--- src/rtl/spi_pkg.sv ---
// Shared SPI definitions: FSM state encoding and default frame constants.
// LATCH states exist only when SPI_MASTER_LATCH_PULSE_EN is defined.
package spi_pkg;

  localparam int unsigned CLK_DIV_DEF = 4;
  localparam int unsigned DATA_W_DEF  = 8;

  typedef enum logic [2:0] {
    ST_IDLE,
    ST_LEAD,
    ST_SCLK_HI,
    ST_SCLK_LO,
`ifdef SPI_MASTER_LATCH_PULSE_EN
    ST_LATCH_HI,
    ST_LATCH_LO,
`endif
    ST_TRAIL
  } spi_state_e;

endpackage

--- src/rtl/spi_clk_div.sv ---
// Phase counter: runs while enabled, flags the first and last cycle
// of every CLK_DIV-long phase.
module spi_clk_div #(
  parameter int unsigned CLK_DIV = 4
) (
  input  logic clk,
  input  logic rst_n,
  input  logic en,
  output logic first,
  output logic tick
);

  logic [7:0] cnt_q, cnt_d;

  always_comb begin
    tick  = en && (cnt_q == 8'(CLK_DIV - 1));
    first = en && (cnt_q == 8'd0);
    cnt_d = 8'd0;
    if (en && !tick) begin
      cnt_d = cnt_q + 8'd1;
    end
  end

  always_ff @(posedge clk or negedge rst_n) begin
    if (!rst_n) begin
      cnt_q <= 8'd0;
    end else begin
      cnt_q <= cnt_d;
    end
  end

endmodule

--- src/rtl/spi_master.sv ---
// SPI master, mode with sclk idle low; slave shifts on the falling edge.
// Define SPI_MASTER_LATCH_PULSE_EN to add a trailing latch sclk pulse.
module spi_master
  import spi_pkg::*;
#(
  parameter int unsigned CLK_DIV = CLK_DIV_DEF,
  parameter int unsigned DATA_W  = DATA_W_DEF
) (
  input  logic              clk,
  input  logic              rst_n,
  input  logic              start,
  input  logic [DATA_W-1:0] data_in,
  output logic              busy,
  output logic              done,
  output logic [DATA_W-1:0] data_out,
  output logic              sclk,
  output logic              ss,
  output logic              mosi,
  input  logic              miso
);

  localparam int unsigned CNT_W =
    (DATA_W > 1) ? $clog2(DATA_W) : 1;

`ifdef SPI_MASTER_LATCH_PULSE_EN
  localparam spi_state_e ST_AFTER = ST_LATCH_HI;
`else
  localparam spi_state_e ST_AFTER = ST_TRAIL;
`endif

  spi_state_e state_q, state_d;

  logic [DATA_W-1:0] tx_q, tx_d;
  logic [DATA_W-1:0] rx_q, rx_d;
  logic [DATA_W-1:0] dout_q, dout_d;
  logic [CNT_W-1:0]  bit_q, bit_d;
  logic              done_q, done_d;

  logic ph_en, ph_first, ph_tick, last_bit;

  assign ph_en    = (state_q != ST_IDLE);
  assign last_bit = (bit_q == CNT_W'(DATA_W - 1));

  spi_clk_div #(
    .CLK_DIV (CLK_DIV)
  ) u_clk_div (
    .clk   (clk),
    .rst_n (rst_n),
    .en    (ph_en),
    .first (ph_first),
    .tick  (ph_tick)
  );

  always_ff @(posedge clk or negedge rst_n) begin
    if (!rst_n) begin
      state_q <= ST_IDLE;
    end else begin
      state_q <= state_d;
    end
  end

  always_comb begin
    state_d = state_q;
    unique case (state_q)
      ST_IDLE:    if (start)   state_d = ST_LEAD;
      ST_LEAD:    if (ph_tick) state_d = ST_SCLK_HI;
      ST_SCLK_HI: if (ph_tick) state_d = ST_SCLK_LO;
      ST_SCLK_LO: begin
        if (ph_tick) begin
          state_d = last_bit ? ST_AFTER : ST_SCLK_HI;
        end
      end
`ifdef SPI_MASTER_LATCH_PULSE_EN
      ST_LATCH_HI: if (ph_tick) state_d = ST_LATCH_LO;
      ST_LATCH_LO: if (ph_tick) state_d = ST_TRAIL;
`endif
      ST_TRAIL:   if (ph_tick) state_d = ST_IDLE;
      default:    state_d = ST_IDLE;
    endcase
  end

  // mosi moves one cycle after the falling edge, i.e. end of LO's first cycle
  always_comb begin
    tx_d   = tx_q;
    rx_d   = rx_q;
    bit_d  = bit_q;
    dout_d = dout_q;
    done_d = 1'b0;
    if (state_q == ST_IDLE && start) begin
      tx_d = data_in;
    end
    if (state_q == ST_LEAD) begin
      bit_d = '0;
    end
    if (state_q == ST_SCLK_HI && ph_first) begin
      rx_d = (rx_q << 1) | DATA_W'(miso);
    end
    if (state_q == ST_SCLK_LO && ph_first) begin
      tx_d = tx_q << 1;
    end
    if (state_q == ST_SCLK_LO && ph_tick && !last_bit) begin
      bit_d = bit_q + CNT_W'(1);
    end
    if (state_q == ST_TRAIL && ph_tick) begin
      done_d = 1'b1;
      dout_d = rx_q;
    end
  end

  always_ff @(posedge clk or negedge rst_n) begin
    if (!rst_n) begin
      tx_q   <= '0;
      rx_q   <= '0;
      dout_q <= '0;
      bit_q  <= '0;
      done_q <= 1'b0;
    end else begin
      tx_q   <= tx_d;
      rx_q   <= rx_d;
      dout_q <= dout_d;
      bit_q  <= bit_d;
      done_q <= done_d;
    end
  end

  always_comb begin
    ss       = (state_q == ST_IDLE);
    busy     = !ss;
    done     = done_q;
    data_out = dout_q;
    sclk     = 1'b0;
    mosi     = 1'b0;
    unique case (state_q)
      ST_LEAD,
      ST_SCLK_LO,
      ST_TRAIL:   mosi = tx_q[DATA_W-1];
      ST_SCLK_HI: begin
        sclk = 1'b1;
        mosi = tx_q[DATA_W-1];
      end
`ifdef SPI_MASTER_LATCH_PULSE_EN
      ST_LATCH_HI: sclk = 1'b1;
`endif
      default: ;
    endcase
  end

endmodule

--- config.mk ---
export PLATFORM = sky130hd
export DESIGN_NAME = spi_master
export DESIGN_NICKNAME = d
export VERILOG_FILES = /design/src/rtl/spi_pkg.sv /design/src/rtl/spi_clk_div.sv /design/src/rtl/spi_master.sv
export SDC_FILE = /design/constraint.sdc
export NUM_CORES = 1
export LEC_CHECK = 0
export ABC_AREA = 0
export CAP_MARGIN = 40
export CORE_ASPECT_RATIO = 0.5
export CORE_UTILIZATION = 52
export CTS_BUF_LIST = sky130_fd_sc_hd__clkbuf_2 sky130_fd_sc_hd__clkbuf_4 sky130_fd_sc_hd__clkbuf_8
export CTS_CLUSTER_SIZE = 40
export DETAILED_ROUTE_END_ITERATION = 10
export DONT_BUFFER_PORTS = 1
export PLACE_DENSITY = 0.67
export RECOVER_POWER = 25
export SYNTH_ARGS = -nofsm -noshare
export SYNTH_HDL_FRONTEND = slang
export SYNTH_SLANG_ARGS = --single-unit
--- constraint.sdc ---
create_clock -name clk -period 4.3 [get_ports clk]
set_input_delay 0 -clock clk [delete_from_list [all_inputs] [get_ports clk]]
set_output_delay 0 -clock clk [all_outputs]
set_load 0.005 [all_outputs]
-- Yosys cells after proc, flatten, opt, wreduce, memory -nomap -nowiden
Cells that the tools add are included.
- bits in registers: 39
- word-level logic and storage cells: 55
- input bits: 12
- reductions and logical operators: 19
- add/subtract/negate cells: 2
- mux-type cells: 15
- bitwise logic cells: 1
- equal/unequal tests: 11
- operators by type and width (kind ; number):
    3-bit 2-to-1 mux ; 8
    8-bit 2-to-1 mux ; 3
    3-bit one-hot mux with 5 select lines ; 1
    2-bit inequality test (second input constant) ; 5
    1-bit logical AND ; 9
    8-bit by 1-bit adder with 8-bit output (second input constant) ; 1
    8-bit by 2-bit equality test with 1-bit output (second input constant) ; 1
    8-bit logical NOT ; 1
    8-bit by 1-bit bitwise OR with 8-bit output ; 1
    3-bit by 2-bit equality test with 1-bit output (second input constant) ; 2
    3-bit equality test (second input constant) ; 2
    5-bit AND reduction ; 1
    2-bit nonzero test ; 2
    4-bit OR reduction ; 1
    3-bit by 1-bit adder with 3-bit output (second input constant) ; 1
    3-bit by 1-bit equality test with 1-bit output (second input constant) ; 1
    1-bit logical NOT ; 3
    3-bit logical NOT ; 1
    1-bit 2-to-1 mux ; 3
    3-bit nonzero test ; 1

-- Longest topological paths before layout
- depth after elaboration: 5
- gate-level depth with buffers: 6
- depth with buffers taken out: 5

-- Hierarchy
From an unflattened synthesis, not the netlist that was laid out.
- cell total of the unflattened synthesis: 150
- area total of the unflattened synthesis: 1883.1 sq um
- modules (own cells, without submodules) (module ; cells each ; area an instance (sq um) ; sequential area each (sq um) ; instances):
    spi_master ; 105 ; 1450.1 ; 775.7 ; 1
    spi_clk_div ; 45 ; 432.9 ; 200.2 ; 1

-- Worst setup path before layout
No wires, ideal clock.
- path kind: reg-to-reg
- from: register u_clk_div.cnt_q[0]
- to: register bit_q[1]
- cell stages (with the launch flop): 5
- data arrival time: 1.451 ns
- period minus slack after synthesis: 1.591 ns
- data required time: 4.159 ns
- buffers on the path: 0
- setup slack: 2.709 ns
- cells stage by stage: dfrtp_1 ha_1 or4b_4 o311ai_1 o311ai_1
- word-level cells in the longest chain between the ends: 5
- elaborated cells on any way between the ends: 6
- those cells by class: eq/ne: 1; mux: 1; reduce/logical: 4
- RTL lines (element ; RTL line ; RTL):
    start, declared ; spi_clk_div.sv:13 ; logic [7:0] cnt_q, cnt_d;
    start signal, assigned ; spi_clk_div.sv:28 ; cnt_q <= cnt_d;
    8-bit by 2-bit equality test with 1-bit output * ; spi_clk_div.sv:16 ; tick = en && (cnt_q == 8'(CLK_DIV - 1));
    1-bit logical AND * ; spi_clk_div.sv:16 ;
    1-bit logical AND * (2 in a row) ; spi_master.sv:101 ; if (state_q == ST_SCLK_LO && ph_tick && !last_bit) begin
    3-bit 2-to-1 mux / 2-bit nonzero test (equally long branches) ; - ;
    end signal, assigned ; spi_master.sv:121 ; bit_q <= bit_d;
    end, declared ; spi_master.sv:36 ; logic [CNT_W-1:0] bit_q, bit_d;
Every way passes the cells marked *; elsewhere a longest branch is shown, timed or not.
A chain may end at the register's enable or synchronous reset.

==> flow_metrics.tcl <==
set metrics [dict create \
    status "complete, but fails checks" \
    layout-drive-gt1-share_pct 20.2 \
    ys_ff_latch 39 \
    drtIter0Drc 61 \
    area_growth_syn_to_layout_pct 13.9 \
    start_kind "primary input" \
    grt_overflow 0 \
    htree_levels 2 \
    crit_path_end "state_q[0]" \
    avgSynthCellArea_um2 12.3 \
    path_buf_inv 2 \
    arrival_ns 2.01 \
    grt.total_usage_pct 20.0 \
    dp_hpwl_um 2290 \
    mappedNetlistArea_um2 1890 \
    seq_area_frac_synth_pct 51.7 \
    crit_path_cell_trace "dlygate4sd3_1, clkbuf_1" \
    final_antenna_net_count 0 \
    max_freq_mhz 500 \
    p_comb_share_pct 2.7 \
    sequentialPowerShare_pct 52.5 \
    yosysTopAreaCell "dfrtp_1" \
    worstSetupPathDepth 2 \
    boundaryPins 25 \
    min_period_over_period_pct 46.5 \
    wl_um 3390 \
    synth_common_cells "dfrtp_1 (39), mux2_2 (16), and2_1 (8)" \
    critPathMaxFanout 39 \
    ir_drop_mv 0.179 \
    slew_violations 40 \
    syn_inst 153 \
    grt_pass1_wl_um 5680 \
    crit_path_top_delay_cell "clkbuf_1" \
    fillerInstances 302 \
    synth_area_leaders "dfrtp_1 (52%), mux2_2 (9.5%), nor4b_4 (3.8%), a221o_1 (3.7%), and2_1 (2.7%)" \
    synth-edff-count 0 \
    die_area_um2 3890 \
    cts_root_buf "clkbuf_8" \
    startpoint "rst_n" \
    criticalPathCategory "primary input to async pin" \
    r2r_end "tx_q[5]" \
    p_per_area_nw_per_um2 331 \
    cts_made_buffers 5 \
    first_global_vias 1170 \
    setup_violations 0 \
    p_sw_share_pct 21.7 \
    clockBufferDepth 2 \
    cpPeakStageDelay_ns 1.45 \
    cts_sinks 39 \
    r2r_cells 3 \
    yosysWarnings 0 \
    async_reset_ff_share_pct 100 \
    row_count 15 \
    synth.most_common_cell "dfrtp_1" \
    path_clk_slew_ns 0.08 \
    grt_antenna_before_repair 0 \
    vias 1267 \
    failed_checks "capacitance limit, slew limit" \
    hp-class "primary input to register" \
    tightest_slew_ns 2.02 \
    synth_fp_nets 169 \
    antenna_cells 0 \
    crit_path_end_kind "async pin" \
    relSlewSlack_pct -34.7 \
    rsz0062_at_grt "false" \
    synth_flop_cell "dfrtp_1" \
    finalHoldViolations 0 \
    leakage_nw 0.947 \
    cts_resized 0 \
    vias_per_cell 5.79 \
    fin_tns_setup_ns 0 \
    core_area_um2 3450 \
    gp_congestion 0.756 \
    ys_types 35 \
    crit_family "buffers and inverters" \
    wl_per_cell_um 15.5 \
    drc 0 \
    r2r_start "state_q[1]" \
    fin_crit_ns 2.00 \
    die_h_um 44.6 \
    clock_skew_ns 0.00624 \
    clock_power_share_pct 44.7 \
    dr.pass1.iters 4 \
    final_nets 183 \
    p_int_w 0.000557 \
    worstPathRequired_ns 4.31 \
    die_w_um 87.2 \
    tritoncts "built" \
    whs_ns 0.0752 \
    cap_violations 1 \
    grt_max_degree 40 \
    synth_top_cell_area_share_pct 51.7 \
    io_buffers 0 \
    clk_latency_ns 0.29 \
    switchingPower_w 0.000154 \
    start_util_pct 54.6 \
    rrSetupSlack_ns 2.47 \
]
## state kept, by name, indices dropped and copies added (netlist names)
register / cells
u_clk_div.cnt_q: 8
tx_q: 8
done: 1
bit_q: 3
state_q: 3
rx_q: 8
data_out: 8
## cell usage in the layout, fill, tap and decap left out, types with 3 or more instances in the layout
| master | count |
|---|---|
| mux2_2 | 16 |
| nand2_1 | 7 |
| nor2_1 | 7 |
| dfrtp_1 | 39 |
| clkbuf_8 | 5 |
| a221o_1 | 7 |
| or3_1 | 5 |
| a21oi_1 | 5 |
| dlygate4sd3_1 | 11 |
| nor4b_4 | 3 |
| and3_1 | 3 |
| and2_1 | 8 |
| nand3_1 | 7 |
| inv_1 | 6 |
| ha_1 | 4 |
| o21ai_0 | 5 |
| o311ai_1 | 5 |
## area by class of cell
class                      instances  area [um2]  area share, %
inverter                           6        22.5           1.05
tap                               51        63.8           2.97
timing repair buffer              12         114           5.30
clock inverter                     3        47.5           2.21
sequential                        39         976           45.4
clock buffer                       5        68.8           3.20
multi-input combinational        103         857           39.9
## worst min-delay path by stage
stage / from / to / slack [ns] / cells past startpoint
6_report: start / tx_q[0] / 0.08 / 3
5_1_grt: start / tx_q[0] / 0.09 / 3
4_1_cts: start / tx_q[0] / 0.07 / 3
3_5_place_dp: rst_n / bit_q[1] / -0.29 / 0
3_3_place_gp: rst_n / bit_q[2] / -0.29 / 0
2_1_floorplan: rst_n / bit_q[0] / -0.30 / 0
## power groups by stage
stage	Combinational, W	Sequential, W	Clock (W)
after detailed placement	0.00000503	0.000381	0
after global routing	0.0000221	0.000374	0.000339
after floorplan	0.00000466	0.000380	0
after CTS	0.0000222	0.000374	0.000323
after global placement	0.00000488	0.000381	0
final	0.0000195	0.000374	0.000318
## stage by stage
stage          total power [W]  worst slack (ns)  utilization, %  instances  instance area [um2]
2_1_floorplan         0.000385              2.71               -        153                 1890
3_3_place_gp          0.000386              2.54            55.6        199                 1920
3_5_place_dp          0.000386              2.48            55.6        199                 1920
4_1_cts               0.000719              2.32            62.7        219                 2170
5_1_grt               0.000735              1.87            62.2        219                 2150
6_report              0.000711              2.30            62.2        219                 2150
## tightest hold or removal path: cells and delay by family
family,cells,cell delay (ns)
and+or+nand+nor,2,0.19
muxes,1,0.14
## layer usage
layer	routed length [um]	global-route usage (%)	share of wire [%]
met5	0	0	0
met4	26	6.56	0.77
met3	162	6.53	4.8
met2	1470	27.7	43
met1	1730	29.6	51
## repair_timing
item / 4_1_cts / 5_1_grt
hold buffers: 12 / 0
buffers inserted: 0 / 0
hold endpoints to repair: 49 / 0
## logic make-up after synthesis
| group | after synthesis | share of synthesized area, % |
|---|---|---|
| DFF | 39 | 51.7 |
| and+or+nand+nor | 51 | 19.7 |
| buffers and inverters | 11 | 2.85 |
| adders and majority gates | 4 | 2.65 |
| muxes | 17 | 10.1 |
| AOI/OAI and AO/OA | 29 | 12.1 |
| xor gates and xnor gates | 2 | 0.929 |
(Power assumes the default switching activity.)
